<file path="src/rtl/bsg_vanilla_rload_wb_queue.sv">
// Remote load writeback queue: buffers remote load responses in arrival order
// and presents the oldest one, formatted, to either the integer or the FP
// register file writeback port.

package bsg_vanilla_rload_wb_queue_pkg;

    localparam int bsg_manycore_reg_id_width_gp = 5;
    localparam int rload_data_width_gp          = 32;

    typedef struct packed {
        logic                                    float_wb;
        logic [bsg_manycore_reg_id_width_gp-1:0] reg_id;
        logic                                    is_unsigned_op;
        logic                                    is_byte_op;
        logic                                    is_hex_op;
        logic [1:0]                              part_sel;
        logic [rload_data_width_gp-1:0]          data;
    } remote_load_resp_s;

endpackage

module bsg_vanilla_rload_wb_queue
    import bsg_vanilla_rload_wb_queue_pkg::*;
#(
    parameter int els_p          = 4,
    parameter int reg_id_width_p = bsg_manycore_reg_id_width_gp,
    parameter int data_width_p   = rload_data_width_gp
) (
    input  logic                       clk_i,
    input  logic                       reset_n_i,

    input  logic                       v_i,
    input  remote_load_resp_s          resp_i,
    output logic                       ready_o,

    output logic                       int_wb_v_o,
    input  logic                       int_wb_yumi_i,
    output logic                       float_wb_v_o,
    input  logic                       float_wb_yumi_i,

    output logic [reg_id_width_p-1:0]  wb_reg_id_o,
    output logic [data_width_p-1:0]    wb_data_o,
    output logic [$clog2(els_p+1)-1:0] count_o
);

    localparam int ptr_w_lp   = $clog2(els_p);
    localparam int count_w_lp = $clog2(els_p+1);

    typedef logic [ptr_w_lp-1:0]   ptr_t;
    typedef logic [count_w_lp-1:0] count_t;

    remote_load_resp_s mem [els_p];
    ptr_t              wr_ptr;
    ptr_t              rd_ptr;
    count_t            count_r;
    logic              ready_r;

    remote_load_resp_s head;
    logic              not_empty;
    logic              enq;
    logic              deq;

    function automatic ptr_t ptr_inc(input ptr_t p);
        return (p == ptr_t'(els_p-1)) ? '0 : p + ptr_t'(1);
    endfunction

    assign head      = mem[rd_ptr];
    assign not_empty = (count_r != '0);

    // ready_r holds ready_o low during reset and for the edge on which reset is released
    assign ready_o      = ready_r & (count_r != count_t'(els_p));
    assign int_wb_v_o   = not_empty & ~head.float_wb;
    assign float_wb_v_o = not_empty &  head.float_wb;

    assign enq = v_i & ready_o;
    assign deq = (int_wb_yumi_i & int_wb_v_o) | (float_wb_yumi_i & float_wb_v_o);

    assign wb_reg_id_o = head.reg_id;
    assign count_o     = count_r;

    // Queue state: pointers, occupancy and entry storage
    always_ff @(posedge clk_i or negedge reset_n_i) begin
        if (!reset_n_i) begin
            wr_ptr  <= '0;
            rd_ptr  <= '0;
            count_r <= '0;
            ready_r <= 1'b0;
            // NOTE: storage is reset so the head outputs never show X from an unwritten entry
            for (int i = 0; i < els_p; i++) begin
                mem[i] <= '0;
            end
        end else begin
            // NOTE: non-blocking assignments keep every register update based on pre-edge values
            ready_r <= 1'b1;
            if (enq) begin
                mem[wr_ptr] <= resp_i;
                wr_ptr      <= ptr_inc(wr_ptr);
            end
            if (deq) begin
                rd_ptr <= ptr_inc(rd_ptr);
            end
            if (enq && !deq) begin
                count_r <= count_r + count_t'(1);
            end else if (!enq && deq) begin
                count_r <= count_r - count_t'(1);
            end
        end
    end

    logic [7:0]  byte_sel;
    logic [15:0] hex_sel;

    // Format the head entry: sub-word select and extension for integer loads only
    always_comb begin
        // NOTE: every comb output gets a default first so no latch can be inferred
        byte_sel  = 8'(head.data >> {head.part_sel, 3'b000});
        hex_sel   = 16'(head.data >> {head.part_sel[1], 4'b0000});
        wb_data_o = head.data;
        if (!head.float_wb) begin
            if (head.is_byte_op) begin
                wb_data_o = head.is_unsigned_op
                          ? {{(data_width_p-8){1'b0}}, byte_sel}
                          : {{(data_width_p-8){byte_sel[7]}}, byte_sel};
            end else if (head.is_hex_op) begin
                wb_data_o = head.is_unsigned_op
                          ? {{(data_width_p-16){1'b0}}, hex_sel}
                          : {{(data_width_p-16){hex_sel[15]}}, hex_sel};
            end
        end
    end

    // A grant without its matching valid is a protocol error from the consumer
    a_int_yumi_has_v : assert property (@(posedge clk_i) disable iff (!reset_n_i)
        !(int_wb_yumi_i && !int_wb_v_o));
    a_float_yumi_has_v : assert property (@(posedge clk_i) disable iff (!reset_n_i)
        !(float_wb_yumi_i && !float_wb_v_o));

endmodule
</file>
<file path="config.mk">
export PLATFORM = sky130hd
export DESIGN_NAME = bsg_vanilla_rload_wb_queue
export DESIGN_NICKNAME = d
export VERILOG_FILES = /design/src/rtl/bsg_vanilla_rload_wb_queue.sv
export SDC_FILE = /design/constraint.sdc
export NUM_CORES = 1
export LEC_CHECK = 0
export ABC_AREA = 1
export CORE_ASPECT_RATIO = 1.75
export CORE_MARGIN = 2
export CORE_UTILIZATION = 52
export DETAILED_ROUTE_END_ITERATION = 7
export GPL_TIMING_DRIVEN = 0
export PLACE_DENSITY = 0.85
export RECOVER_POWER = 25
export SYNTH_ARGS = -nofsm -noshare
export SYNTH_HDL_FRONTEND = slang
export SYNTH_SLANG_ARGS = --single-unit
</file>
<file path="constraint.sdc">
create_clock -name clk_i -period 2.2 [get_ports clk_i]
set_input_delay 0.44 -clock clk_i [delete_from_list [all_inputs] [get_ports clk_i]]
set_output_delay 0.44 -clock clk_i [all_outputs]
set_load 0.01 [all_outputs]
</file>
==> out/metrics.yaml <==
status: "finished, violations left"
violations: "negative setup slack"
fin_nets: 1255
grt_pass1_vias: 8520
gp_congestion: 0.974
io_pins: 91
cp_slowest_cell: "dfrtp_1"
clkLatencyLatePin_ps: 440
routed_wl_um: 31600
cts_max_path_buffers: 2
layout-drive-gt1-share_pct: 35.8
grt_usage_pct: 29.0
layout_setup_ws_ps: -792
synth.mux.area_fraction_pct: 19.7
slew-limit-headroom_pct: 6.19
ys_warn_count: 0
r2r_cells: 16
core-area_um2: 18400
dr.first_iter.drc_count: 940
crit_chain: "buf_6 > buf_8 > buf_12 > buf_8 > nand2_1 > nand3_1 > nand2_2 > nand2_1 > nand3_1 > nand3_1 > nand3_1 > o21ai_1 > buf_2"
drv_slew: 0
hold_path_class: "register to register"
critPathBufInv: 5
synth_cells: 1062
reg2reg_from: "rd_ptr[0]$_DFFE_PN0P_"
overflow: 0
drc_errors: 0
skew_ps: 10.5
cp_slowest_stage_delay_ps: 430
fin_setup_tns_ps: -26800
synth_compound_area_share_pct: 3.71
wl_per_cell_um: 21.8
syn_nets: 1117
hold_depth: 1
grt_pass1_wl_um: 43900
die_height_um: 185
drt_pre_antenna_iters: 7
worst_slew_pin_slew_ps: 1410
numCtsBuffers: 17
synthSimpleGateAreaFrac_pct: 22.8
cts.sinks: 180
io_buffers: 90
rsz0062_at_grt: "yes"
cpMostUsedCell: "nand3_1"
ant_nets: 0
timing.rr.end: "count_o[1]$_DFFE_PN0P_"
min_to: "mem[19]$_DFFE_PN0P_"
hp-start: "mem[19]$_DFFE_PN0P_"
period_minus_slack_ps: 2990
dieWidth_um: 107
final_cells: 1451
ys_seq_area_share_pct: 46.4
post-place-cells: 1391
critPathTopFamily: "buffers and inverters"
cp-start-kind: "register"
start_util_pct: 52.8
cts-root-buf: "clkbuf_16"
dp.final_hpwl_um: 18800
cts_tree: "built"
cp_max_fo: 10
setup_viol: 95
grt_max_degree: 127
max_cap_viol_count: 0
n_antenna_cell: 0
cp_data_arrival_time_ps: 2550
final_cell_area_um2: 12400
fmax_mhz: 334
path_clk_slew_ps: 70
post_dp_cell_area_um2: 11000
syn2layout_area_growth_pct: 27.5
synth_fa_ha_area_share_pct: 0.979
antenna_found_initial: 0
end_kind: "primary output"
yosysUniqueCellTypes: 31
postLayoutCoreUtil_pct: 67.3
required_ps: 1760
hold_viol: 0
row_count: 66
worstSetupPathType: "register to primary output"
synth_top_family_by_area: "simple AND/OR/NAND/NOR gates"
htreeDepth: 4
synth-xor-area-share_pct: 0.180
netlist_area_um2: 9720
avgSynthCellArea_um2: 9.15
ys_ff_latch: 180
timing.final.crit_share_pct: 136
vias_per_cell: 6.07
die_area_um2: 19800
r2r_setup_slack_ps: -400
vias: 8810
## area by class of cell
type	instances	area (um2)
fillers	1265	6030
multi-input cells	776	5030
flip-flops and latches	180	4510
repair buffers	119	1050
plain buffers	62	672
clock buffers	18	439
well taps	238	298
clock inverters	14	199
inverters	44	198
## state kept, by name (all words and copies together), names as in the netlist
| signal | count |
|---|---|
| wr_ptr | 2 |
| rd_ptr | 2 |
| ready_r | 1 |
| mem | 172 |
| count_o | 3 |
## layout by cell type (no fill, tap or decap), types with 2 or more instances in the layout
cell | Yosys | layout
nand2_4 | 1 | 15
clkinv_2 | 0 | 3
buf_12 | 0 | 8
ha_1 | 6 | 5
buf_2 | 33 | 45
o21ai_1 | 7 | 16
buf_6 | 19 | 33
inv_8 | 0 | 2
nand3_2 | 0 | 24
buf_4 | 4 | 25
nor2_4 | 2 | 5
inv_2 | 2 | 4
clkbuf_2 | 0 | 4
nand2_2 | 11 | 30
clkdlybuf4s15_2 | 0 | 2
clkbuf_8 | 0 | 2
clkdlybuf4s50_1 | 0 | 49
nand3_4 | 1 | 3
o21ai_2 | 0 | 4
nor2_2 | 2 | 4
bufinv_16 | 0 | 4
inv_4 | 2 | 3
mux2_2 | 162 | 162
a21oi_2 | 7 | 4
inv_1 | 40 | 34
nor2_1 | 25 | 20
clkinv_4 | 0 | 3
clkbuf_16 | 0 | 20
buf_8 | 0 | 6
dfrtp_1 | 180 | 179
a21oi_4 | 0 | 5
o22ai_1 | 5 | 4
mux2_1 | 8 | 8
o21ai_0 | 33 | 20
clkbuf_4 | 0 | 2
nand2_1 | 381 | 347
nand3_1 | 108 | 82
inv_6 | 0 | 4
a21oi_1 | 11 | 9
## what timing repair did
action                                 in CTS  in global routing
setup endpoints to repair                  41                 43
hold buffers                                1                  0
setup buffers                              11                 10
pin swaps                                  11                 23
gates resized for setup                   258                102
endpoints found under the hold margin      54                  0
gates cloned                                0                  6
## worst max path at each step
stage,from,to,slack (ps),cells past startpoint
floorplan,rd_ptr[0]$_DFFE_PN0P_,count_o[1]$_DFFE_PN0P_,-20,15
global placement,reset_n_i,mem[48]$_DFFE_PN0P_,-6400,1
detailed placement,rd_ptr[0]$_DFFE_PN0P_,wb_data_o[4],-780,14
CTS,rd_ptr[0]$_DFFE_PN0P_,wb_data_o[10],-650,14
global route,rd_ptr[0]$_DFFE_PN0P_,wb_data_o[4],-840,13
finish,rd_ptr[0]$_DFFE_PN0P_,wb_data_o[4],-790,13
## Yosys cell counts
cell type  count  area share, %
conb_1         1          0.039
dfrtp_1      180             46
inv_1         40            1.5
a31oi_2        1           0.13
nand3_4        1           0.18
inv_4          2           0.13
clkbuf_1       5           0.19
nand2_4        1           0.12
o21ai_1        7           0.36
nand3_1      108            5.6
nor2_2         2           0.13
nor2_4         2           0.23
mux2_1         8           0.93
buf_6         19            2.2
buf_4          4           0.31
nor2_1        25           0.97
a21oi_1       11           0.57
nand2_1      381             15
a21oi_2        7           0.63
nand2_2       11           0.71
o21ai_0       33            1.7
xor2_1         1          0.090
fa_1           1           0.21
xnor2_1        1          0.090
ha_1           6           0.77
nand4_4        1           0.22
buf_2         33            1.7
mux2_2       162             19
inv_2          2          0.077
buf_1          1          0.039
o22ai_1        5           0.32
## cell families (layout without fill, tap and decap cells)
group	after synthesis	count (layout)
adders and majority gates	7	7
AOI/OAI and AO/OA	64	64
muxes	170	170
xor gates and xnor gates	2	2
buffers and inverters	106	257
other	1	1
DFF	180	180
and+or+nand+nor	532	532
## per-stage QoR
stage	setup WS, ps	hold slack, ps
global placement	-6400	467
floorplan	-16.0	144
CTS	-653	493
global route	-844	501
detailed placement	-780	391
finish	-792	489
## layer usage
metal	vias up	global-route usage, %	wire length, um
met5	-	0	0
met4	0	22.0	2480
met3	209	4.93	2280
met2	546	49.8	15900
met1	4302	31.4	10900
li1	3753	-	-
Power is left out: the tool's default activity adds up to more than one toggle a clock period on the data nets, which glitch-free logic cannot reach.
